--- src/rtl/sprite_pkg.sv ---
// sprite_pkg: shared colour types and the fixed 16-entry sprite palette.
// Rev 1.0
`default_nettype none

package sprite_pkg;

  typedef logic [3:0] pal_idx_t;

  typedef struct packed {
    logic [3:0] red;
    logic [3:0] green;
    logic [3:0] blue;
  } rgb12_t;

  localparam rgb12_t SPRITE_PALETTE [0:15] = '{
    rgb12_t'(12'hFFF), rgb12_t'(12'h811), rgb12_t'(12'hF91), rgb12_t'(12'hCCB),
    rgb12_t'(12'h521), rgb12_t'(12'h353), rgb12_t'(12'hE41), rgb12_t'(12'hFD0),
    rgb12_t'(12'h998), rgb12_t'(12'hEDD), rgb12_t'(12'h953), rgb12_t'(12'hE97),
    rgb12_t'(12'h675), rgb12_t'(12'h232), rgb12_t'(12'hD73), rgb12_t'(12'h111)
  };

  function automatic rgb12_t palette_lookup(input pal_idx_t idx);
    return SPRITE_PALETTE[idx];
  endfunction

endpackage

`default_nettype wire

--- src/rtl/sprite_palette_arbiter_if.sv ---
// sprite_palette_arbiter_if: renderer-side request bus and colour result bus.
// Rev 1.0
`default_nettype none

interface sprite_palette_arbiter_if
  import sprite_pkg::*;
#(
  parameter int N_REQ = 4,
  parameter int ID_W  = 2
);

  logic [N_REQ-1:0]           req;
  pal_idx_t [N_REQ-1:0]       index;
  logic [N_REQ-1:0]           grant;
  logic                       rgb_valid;
  logic [ID_W-1:0]            rgb_id;
  logic [3:0]                 red;
  logic [3:0]                 green;
  logic [3:0]                 blue;
  logic                       transparent;

  modport master (
    output req, index,
    input  grant, rgb_valid, rgb_id, red, green, blue, transparent
  );

  modport slave (
    input  req, index,
    output grant, rgb_valid, rgb_id, red, green, blue, transparent
  );

endinterface

`default_nettype wire

--- src/rtl/sprite_palette_arbiter_rr_picker.sv ---
// rr_picker: combinational round-robin search starting at ptr, one-hot plus encoded grant.
// Rev 1.0
`default_nettype none

module rr_picker #(
  parameter int N    = 4,
  parameter int ID_W = $clog2(N)
) (
  input  logic [N-1:0]    req,
  input  logic [ID_W-1:0] ptr,
  output logic [N-1:0]    grant,
  output logic [ID_W-1:0] grant_id
);

  logic found;

  always_comb begin
    grant    = '0;
    grant_id = '0;
    found    = 1'b0;
    for (int k = 0; k < N; k++) begin
      if (!found && req[(int'(ptr) + k) % N]) begin
        found                        = 1'b1;
        grant[(int'(ptr) + k) % N]   = 1'b1;
        grant_id                     = ID_W'((int'(ptr) + k) % N);
      end
    end
  end

endmodule

`default_nettype wire

--- src/rtl/sprite_palette_arbiter.sv ---
// sprite_palette_arbiter: round-robin shared palette lookup, two-stage registered result.
// Rev 1.0
`default_nettype none

module sprite_palette_arbiter
  import sprite_pkg::*;
#(
  parameter int       N_REQ      = 4,
  parameter int       ID_W       = 2,
  parameter pal_idx_t TRANSP_IDX = 4'h0
) (
  input  logic                      clk,
  input  logic                      rst,
  sprite_palette_arbiter_if.slave   bus
);

  logic [N_REQ-1:0] req_gated;
  logic [N_REQ-1:0] grant;
  logic [ID_W-1:0]  grant_id;
  logic             any_grant;
  logic [ID_W-1:0]  rr_ptr;
  logic [ID_W-1:0]  rr_ptr_next;
  logic             s1_valid;
  logic [ID_W-1:0]  s1_id;
  pal_idx_t         s1_idx;
  rgb12_t           s1_rgb;

  // Masking requests during reset keeps grant low without touching the picker.
  assign req_gated = bus.req & {N_REQ{~rst}};

  rr_picker #(
    .N    (N_REQ),
    .ID_W (ID_W)
  ) u_rr_picker (
    .req      (req_gated),
    .ptr      (rr_ptr),
    .grant    (grant),
    .grant_id (grant_id)
  );

  assign bus.grant   = grant;
  assign any_grant   = |grant;
  assign rr_ptr_next = (grant_id == ID_W'(N_REQ - 1)) ? '0 : grant_id + 1'b1;
  assign s1_rgb      = palette_lookup(s1_idx);

  always_ff @(posedge clk) begin
    if (rst) begin
      rr_ptr          <= '0;
      s1_valid        <= 1'b0;
      s1_id           <= '0;
      s1_idx          <= '0;
      bus.rgb_valid   <= 1'b0;
      bus.rgb_id      <= '0;
      bus.red         <= '0;
      bus.green       <= '0;
      bus.blue        <= '0;
      bus.transparent <= 1'b0;
    end else begin
      s1_valid      <= any_grant;
      bus.rgb_valid <= s1_valid;
      if (any_grant) begin
        rr_ptr <= rr_ptr_next;
        s1_id  <= grant_id;
        s1_idx <= bus.index[grant_id];
      end
      // Result fields hold between valid cycles so the compositor sees a stable bus.
      if (s1_valid) begin
        bus.rgb_id      <= s1_id;
        bus.red         <= s1_rgb.red;
        bus.green       <= s1_rgb.green;
        bus.blue        <= s1_rgb.blue;
        bus.transparent <= (s1_idx == TRANSP_IDX);
      end
    end
  end

endmodule

`default_nettype wire

--- src/flat_wrapper.sv ---
// flat-port wrapper written by rule: the top's interface ports become plain ports
module sprite_palette_arbiter_flat import sprite_pkg::*;
#(
  parameter int       N_REQ      = 4,
  parameter int       ID_W       = 2,
  parameter pal_idx_t TRANSP_IDX = 4'h0
)
  (clk, rst, bus_req, bus_index, bus_grant, bus_rgb_valid, bus_rgb_id, bus_red, bus_green, bus_blue, bus_transparent);
  sprite_palette_arbiter_if #(.N_REQ(N_REQ), .ID_W(ID_W)) bus_i ();
  input  logic clk;
  input  logic rst;
  input wire logic [$bits(bus_i.req)-1:0] bus_req;
  input wire logic [$bits(bus_i.index)-1:0] bus_index;
  output wire logic [$bits(bus_i.grant)-1:0] bus_grant;
  output wire logic [$bits(bus_i.rgb_valid)-1:0] bus_rgb_valid;
  output wire logic [$bits(bus_i.rgb_id)-1:0] bus_rgb_id;
  output wire logic [$bits(bus_i.red)-1:0] bus_red;
  output wire logic [$bits(bus_i.green)-1:0] bus_green;
  output wire logic [$bits(bus_i.blue)-1:0] bus_blue;
  output wire logic [$bits(bus_i.transparent)-1:0] bus_transparent;
  assign bus_i.req = bus_req;
  assign bus_i.index = bus_index;
  assign bus_grant = bus_i.grant;
  assign bus_rgb_valid = bus_i.rgb_valid;
  assign bus_rgb_id = bus_i.rgb_id;
  assign bus_red = bus_i.red;
  assign bus_green = bus_i.green;
  assign bus_blue = bus_i.blue;
  assign bus_transparent = bus_i.transparent;
  sprite_palette_arbiter #(.N_REQ(N_REQ), .ID_W(ID_W), .TRANSP_IDX(TRANSP_IDX)) u_core (.clk(clk), .rst(rst), .bus(bus_i));
endmodule
--- config.mk ---
export PLATFORM = sky130hd
export DESIGN_NAME = sprite_palette_arbiter_flat
export DESIGN_NICKNAME = d
export VERILOG_FILES = /design/src/rtl/sprite_pkg.sv /design/src/rtl/sprite_palette_arbiter_if.sv /design/src/rtl/sprite_palette_arbiter_rr_picker.sv /design/src/rtl/sprite_palette_arbiter.sv /design/src/flat_wrapper.sv
export SDC_FILE = /design/constraint.sdc
export NUM_CORES = 1
export LEC_CHECK = 0
export BUFFER_PORTS_ARGS = -buffer_cell sky130_fd_sc_hd__buf_2
export CAP_MARGIN = 20
export CORE_UTILIZATION = 30
export CTS_BUF_LIST = sky130_fd_sc_hd__clkbuf_2 sky130_fd_sc_hd__clkbuf_4 sky130_fd_sc_hd__clkbuf_8
export DETAILED_ROUTE_END_ITERATION = 16
export PLACE_DENSITY_LB_ADDON = 0.05
export SYNTH_ARGS = -nofsm -noshare
export SYNTH_HDL_FRONTEND = slang
export SYNTH_SLANG_ARGS = --single-unit
--- constraint.sdc ---
create_clock -name clk -period 5.65 [get_ports clk]
set_input_delay 0 -clock clk [delete_from_list [all_inputs] [get_ports clk]]
set_output_delay 0 -clock clk [all_outputs]
set_load 0.02 [all_outputs]
# Word level (Yosys, flattened, before mapping)
# Memory sizes are Yosys's and may differ from the RTL's. A register that Yosys moved wholly into a read port is not among the register bits.
# Cells that the tools add are included.
word_totals:
  latch_bits: 0
  mem_count: 1
  mem_bits_rw: 0
  word_cells: 79
  romBits: 192
  input_bits: 22
  out_inout_bits: 20
  regBits: 13
op_classes:
  n_addsub: 4
  n_lt_le_gt_ge: 9
  mul: 0
  reduce_logical: 15
  bitwise: 9
  muxes: 33
  shifts: 0
  div_mod_pow: 0
  n_eq_ne: 1
mem_list:
  columns: ["memory", "words", "word_bits", "read_ports", "rd_ports_with_merged_regs", "wr", "line_no", "rtl"]
  rows:
  - ["(no name shown)", 16, 12, 1, 1, 0, "sprite_pkg.sv:23", "return SPRITE_PALETTE[idx];"]
op_table:
  columns: ["operator", "count"]
  rows:
  - ["two-way mux 4 bit", 5]
  - ["two-way mux 1 bit", 14]
  - ["less-than comparator 3 x 4 -> 1 bit, second input constant", 3]
  - ["OR 4 bit", 3]
  - ["two-way mux 2 bit", 5]
  - [">= comparator 3 x 1 -> 1 bit, second input constant", 3]
  - ["binary-select mux 1 bit (select 2 bit)", 4]
  - ["binary-select mux 4 bit (select 2 bit)", 1]
  - ["demux 1 bit (select 2 bit)", 4]
  - ["logical AND 1 bit", 7]
  - ["less-than comparator 2 x 3 -> 1 bit, second input constant", 2]
  - ["OR reduction 2 bit", 3]
  - ["NOT 4 -> 5 bit", 1]
  - ["adder 2 x 1 -> 2 bit, second input constant", 2]
  - ["adder 2 bit, second input constant", 2]
  - ["AND 4 bit", 1]
  - ["logical NOT 4 bit", 1]
  - ["OR reduction 4 bit", 1]
  - ["AND 1 bit, first input constant", 3]
  - ["logical NOT 1 bit", 3]
  - ["== test 2 bit, second input constant", 1]
  - [">= comparator 2 x 1 -> 1 bit, second input constant", 1]
  - ["NOT 1 bit", 1]

# Longest topological paths before layout
depth:
  ltp_word: 16
  depth_mapped: 11
  ltp_nobuf: 8

# Modules after synthesis
# Synthesis repeated with hierarchy kept, for this count alone.
unflattened:
  cells_unflattened: 215
  area_unflattened_um2: 1819.2
by_module_without_submodules:
  columns: ["module", "seq_area_each_um2", "cells_per_inst", "area_per_inst_um2", "n_inst"]
  rows:
  - ["sprite_palette_arbiter", 500.5, 150, 1330.0, 1]
  - ["rr_picker", 0.0, 65, 489.2, 1]

# Worst setup path after synthesis
# OpenSTA, ideal clock, no wires.
synth_timing:
  path_type: "reg-to-reg"
  from: "register u_core.rr_ptr[0]"
  to: "register u_core.rr_ptr[0]"
  period_less_slack_ns: 3.274
  n_path_buf: 2
  arrival_ns: 3.153
  path_slack_ns: 2.376
  path_stages_with_launch: 11
  setup_time_ns: 0.121
  required_time_ns: 5.529
  path_cell_list: "dfxtp_1 -> buf_6 -> inv_1 -> ha_1 -> and4b_1 -> or4_4 -> a41oi_1 -> o211ai_1 -> or4_1 -> buf_6 -> mux2_4"
synth_between:
  elab_chain_cells: 14
  elab_cells_between_ends: 64
  classes_between: "4 x add/sub; 8 x order compare; 1 x eq/ne; 31 x mux; 6 x bitwise; 14 x reduce/logical"
synth_lines:
  columns: ["element", "line_no", "rtl"]
  rows:
  - ["start, declared", "sprite_palette_arbiter.sv:21", "logic [ID_W-1:0] rr_ptr;"]
  - ["start signal, assigned", "sprite_palette_arbiter.sv:62", "rr_ptr <= rr_ptr_next;"]
  - ["adder 2 x 1 -> 2 bit", "sprite_palette_arbiter_rr_picker.sv:22, sprite_palette_arbiter_rr_picker.sv:24", null]
  - ["OR reduction 2 bit (no source line)", null, null]
  - ["AND 1 bit (no source line)", null, null]
  - ["less-than comparator 3 x 4 -> 1 bit (implied by the code) / >= comparator 3 x 1 -> 1 bit (equally long branches)", "sprite_palette_arbiter_rr_picker.sv:24", "grant[(int'(ptr) + k) % N] = 1'b1;"]
  - ["logical AND 1 bit (implied by the code)", "sprite_palette_arbiter_rr_picker.sv:24", null]
  - ["two-way mux 1 bit (implied by the code)", "sprite_palette_arbiter_rr_picker.sv:24", null]
  - ["demux 1 bit (select 2 bit)", "sprite_palette_arbiter_rr_picker.sv:24", null]
  - ["OR 4 bit (no source line)", null, null]
  - ["two-way mux 4 bit", "sprite_palette_arbiter_rr_picker.sv:22", "if (!found && req[(int'(ptr) + k) % N]) begin"]
  - ["OR 4 bit (no source line)", null, null]
  - ["two-way mux 4 bit", "sprite_palette_arbiter_rr_picker.sv:22", null]
  - ["OR 4 bit (no source line)", null, null]
  - ["two-way mux 4 bit *", "sprite_palette_arbiter_rr_picker.sv:22", null]
  - ["via bus_grant[2]", "flat_wrapper.sv:14", "output wire logic [$bits(bus_i.grant)-1:0] bus_grant;"]
  - ["OR reduction 4 bit *", "sprite_palette_arbiter.sv:42", "assign any_grant = |grant;"]
# The timed path passes the listed nets; every way through them passes the cells marked *. The select of a mux whose other input is x is not followed.
# A chain may end at the register's enable or synchronous reset.

# Worst setup path in the final report
layout_timing:
  from: "register u_core.rr_ptr[0]"
  to: "register u_core.s1_idx[0]"
layout_between:
  elab_chain_cells: 14
  elab_cells_between_ends: 63
  classes_between: "3 x add/sub; 8 x order compare; 32 x mux; 6 x bitwise; 14 x reduce/logical"
layout_lines:
  columns: ["element", "line_no", "rtl"]
  rows:
  - ["adder 2 x 1 -> 2 bit / binary-select mux 1 bit (select 2 bit) (equally long branches)", "sprite_palette_arbiter_rr_picker.sv:22, sprite_palette_arbiter_rr_picker.sv:24, sprite_palette_arbiter_rr_picker.sv:25", null]
  - ["OR reduction 2 bit (no source line), or another cell as far along", null, null]
  - ["AND 1 bit (no source line) / two-way mux 1 bit (equally long branches)", null, null]
  - ["less-than comparator 3 x 4 -> 1 bit (implied by the code), or another cell as far along", "sprite_palette_arbiter_rr_picker.sv:24", null]
  - ["logical AND 1 bit (on tied branches)", "sprite_palette_arbiter_rr_picker.sv:24, sprite_palette_arbiter_rr_picker.sv:22", null]
  - ["two-way mux 1 bit (on tied branches)", "sprite_palette_arbiter_rr_picker.sv:24, sprite_palette_arbiter_rr_picker.sv:22", null]
  - ["demux 1 bit (select 2 bit) / logical NOT 1 bit (equally long branches)", "sprite_palette_arbiter_rr_picker.sv:24, sprite_palette_arbiter_rr_picker.sv:22", null]
  - ["OR 4 bit (no source line) / logical AND 1 bit (equally long branches)", null, null]
  - ["two-way mux 4 bit / two-way mux 1 bit (equally long branches)", "sprite_palette_arbiter_rr_picker.sv:22", null]
  - ["OR 4 bit (no source line) / logical NOT 1 bit (equally long branches)", null, null]
  - ["two-way mux 4 bit / logical AND 1 bit (equally long branches)", "sprite_palette_arbiter_rr_picker.sv:22", null]
  - ["OR 4 bit (no source line) / two-way mux 2 bit (equally long branches)", null, null]
  - ["two-way mux 4 bit / binary-select mux 4 bit (select 2 bit) (equally long branches)", "sprite_palette_arbiter_rr_picker.sv:22, sprite_palette_arbiter.sv:64", null]
  - ["OR reduction 4 bit / two-way mux 4 bit (equally long branches)", "sprite_palette_arbiter.sv:42, sprite_palette_arbiter.sv:64", null]
  - ["end signal, assigned", "sprite_palette_arbiter.sv:64", "s1_idx <= bus.index[grant_id];"]
  - ["end, declared", "sprite_palette_arbiter.sv:25", "pal_idx_t s1_idx;"]
# Parallel ways exist; a longest one is shown, timed or not. The select of a mux whose other input is x is not followed.

==> results_dict.tcl <==
set metrics [dict create \
    outcome "completed" \
    synth-edff-count 0 \
    layout-area-overhead-vs-synth_pct 12.8 \
    ir_drop_mv 0.181 \
    path_cells "inv_1, ha_1, and4b_1, or4_4, a41oi_1, o211ai_1, or4_1, mux2_4" \
    postPlaceCellArea_um2 2130 \
    grt_pass1_wl_mm 7.33 \
    seq_area_frac_synth 0.259 \
    drv_cap 0 \
    critical_path_arrival_ns 4.24 \
    critPathMaxStageDelay_ns 0.83 \
    synth_flop_cell "dfxtp_1" \
    die_h_um 82.3 \
    critPathRequiredTime_ns 5.81 \
    fin_crit_ns 4.08 \
    hp-class "in2reg" \
    cts_setup_buffers 0 \
    root_buffer "clkbuf_8" \
    io_pins 42 \
    hpwl_mm 3.32 \
    critPathSlowestCell "dfxtp_1" \
    antenna_cells 0 \
    dr_total_vias 1708 \
    postCtsResizedCells 0 \
    yosys_warnings 0 \
    ys_ff_latch 25 \
    hold_buffers 0 \
    cts.sink_count 25 \
    fill_cells 647 \
    nets 288 \
    fmax_ghz 0.245 \
    row_count 28 \
    clock_path_buffers 2 \
    tightestPinTransition_ns 0.918 \
    netlist_area_um2 1930 \
    rsz0062_at_grt "no" \
    numCtsBuffers 3 \
    cp_top_family "simple AND/OR/NAND/NOR gates" \
    stdcell_area_um2 2180 \
    final_layout_size_suffix_gt1_frac 0.246 \
    end_kind "flip-flop" \
    htree_levels 1 \
    place_congestion 0.865 \
    grt_max_degree 30 \
    crit_type "reg2reg" \
    dieArea_um2 6770 \
    start_util 0.319 \
    routed_wl_mm 4.59 \
    synth_area_per_cell_um2 8.48 \
    finClkSkew_ns 0.00193 \
    mostFrequentLayoutCell "buf_2" \
    gr-total-overflow 0 \
    clk_latency_ns 0.27 \
    finalSetupViolations 0 \
    drtPass1Iterations 4 \
    core_um2 6060 \
    cts_tree "done" \
    critical_path.max_fanout 23 \
    startpoint_type "flip-flop" \
    final.setup.tns_ns 0 \
    viasPerCell 5.22 \
    ys_async_sr_fraction 0 \
    fin_util 0.360 \
    maxSlewHeadroom 0.387 \
    syn_inst 228 \
    portBuffers 41 \
    die_w_um 82.3 \
    synth_cell_types 47 \
    final_cell_mix "buf_2, dfxtp_1, nor2_1, mux2i_1" \
    drv_slew 0 \
    total_leakage_power_nw 0.960 \
    finalHoldViolCount 0 \
    path_buf_inv 1 \
    wire_per_inst_um 14.0 \
    dr.first_iter.drc_count 28 \
    syn-num-nets 263 \
    antenna_found_initial 0 \
    postRouteAntennaNets 0 \
    track_usage 0.141 \
    drcViolationCount 0 \
    powerDensity_nw_per_um2 526 \
    clk_pin_slew_ns 0.08 \
    grt_pass1_vias 1522 \
    period_share 0.722 \
]
[path summary, 6_finish.rpt]
check                    startpoint                  to  slack (ns)  cells after the start
setup reg to reg   u_core.rr_ptr[0]    u_core.s1_idx[0]        1.57                      8
hold reg to reg   u_core.bus.red[1]   u_core.bus.red[1]        0.47                      2
hold / removal                  rst  u_core.bus.blue[1]        0.21                      2
setup / recovery   u_core.rr_ptr[0]    u_core.s1_idx[0]        1.57                      8
[sequential cells by signal (all words and copies together) (netlist names)]
name,flops
u_core.bus.blue,4
u_core.bus.green,4
u_core.bus.red,4
u_core.s1_idx,4
u_core.bus.rgb_id,2
u_core.rr_ptr,2
u_core.s1_id,2
u_core.bus.rgb_valid,1
u_core.bus.transparent,1
u_core.s1_valid,1
[logic make-up (layout without fill, tap and decap cells)]
family          Yosys count  in the layout  share of synthesized area
compound gates           53             53                      0.205
xor+xnor                  2              2                    0.00906
fa+ha+maj                13             13                     0.0841
buf+inv                  32             56                     0.0731
flops                    25             25                      0.259
mux                      24             24                      0.152
simple gates             79             79                      0.218
[where the power goes]
group,internal [mW],switching (mW)
clock network,0.0552,0.0554
registers,0.249,0.111
logic,0.313,0.364
total,0.617,0.531
[cell type report]
class,count,area [um2],share of cell area
repair buffers,41,205,0.0941
inverters,11,41.3,0.0189
well taps,75,93.8,0.0430
flip-flops and latches,25,500,0.229
clock buffers,4,48.8,0.0224
multi-input cells,171,1290,0.592
[Yosys cell counts (all sizes together) (2+ instances only)]
| cell | n | area share |
|---|---|---|
| nand2 | 13 | 0.025 |
| nor2 | 23 | 0.045 |
| and3 | 8 | 0.026 |
| clkbuf | 9 | 0.017 |
| nor4bb | 2 | 0.010 |
| xnor2 | 2 | 0.0091 |
| ha | 13 | 0.084 |
| a31oi | 2 | 0.0065 |
| a211oi | 9 | 0.035 |
| or4 | 2 | 0.0097 |
| buf | 12 | 0.034 |
| nand3 | 9 | 0.023 |
| or2 | 2 | 0.0065 |
| a41oi | 6 | 0.031 |
| mux4 | 2 | 0.023 |
| o21ai | 6 | 0.016 |
| nand4 | 2 | 0.0065 |
| nor2b | 2 | 0.0065 |
| mux2 | 8 | 0.056 |
| o211ai | 8 | 0.031 |
| or3b | 2 | 0.0091 |
| o21bai | 2 | 0.0078 |
| nand2b | 8 | 0.026 |
| inv | 11 | 0.021 |
| a21oi | 7 | 0.018 |
| dfxtp | 25 | 0.26 |
| a311oi | 5 | 0.023 |
| mux2i | 14 | 0.072 |
[worst reg2reg max path, delay by kind of cell (launching register included)]
kind,cells,cell delay (ns)
flops,1,0.83
mux,1,0.39
simple gates,3,1.59
fa+ha+maj,1,0.52
compound gates,2,0.35
buf+inv,1,0.29
[per-stage QoR]
| step | std cells | hold WS, ns | setup WS, ns | power (mW) |
|---|---|---|---|---|
| global route | 327 | 0.247 | 1.36 | 1.26 |
| CTS | 327 | 0.213 | 1.54 | 1.17 |
| floorplan | 228 | 0.339 | 2.38 | 0.914 |
| detailed placement | 323 | 0.418 | 1.57 | 1.05 |
| global placement | 323 | 0.416 | 1.56 | 1.06 |
| finish | 327 | 0.208 | 1.57 | 1.15 |
[metal layers]
metal | vias up | share of wire | GRT usage
met5 | - | 0 | 0
met4 | 0 | 0.012 | 0.0474
met3 | 4 | 0.033 | 0.0143
met2 | 41 | 0.47 | 0.236
met1 | 785 | 0.48 | 0.189
li1 | 878 | - | -
Power figures use the tool's default switching activity.
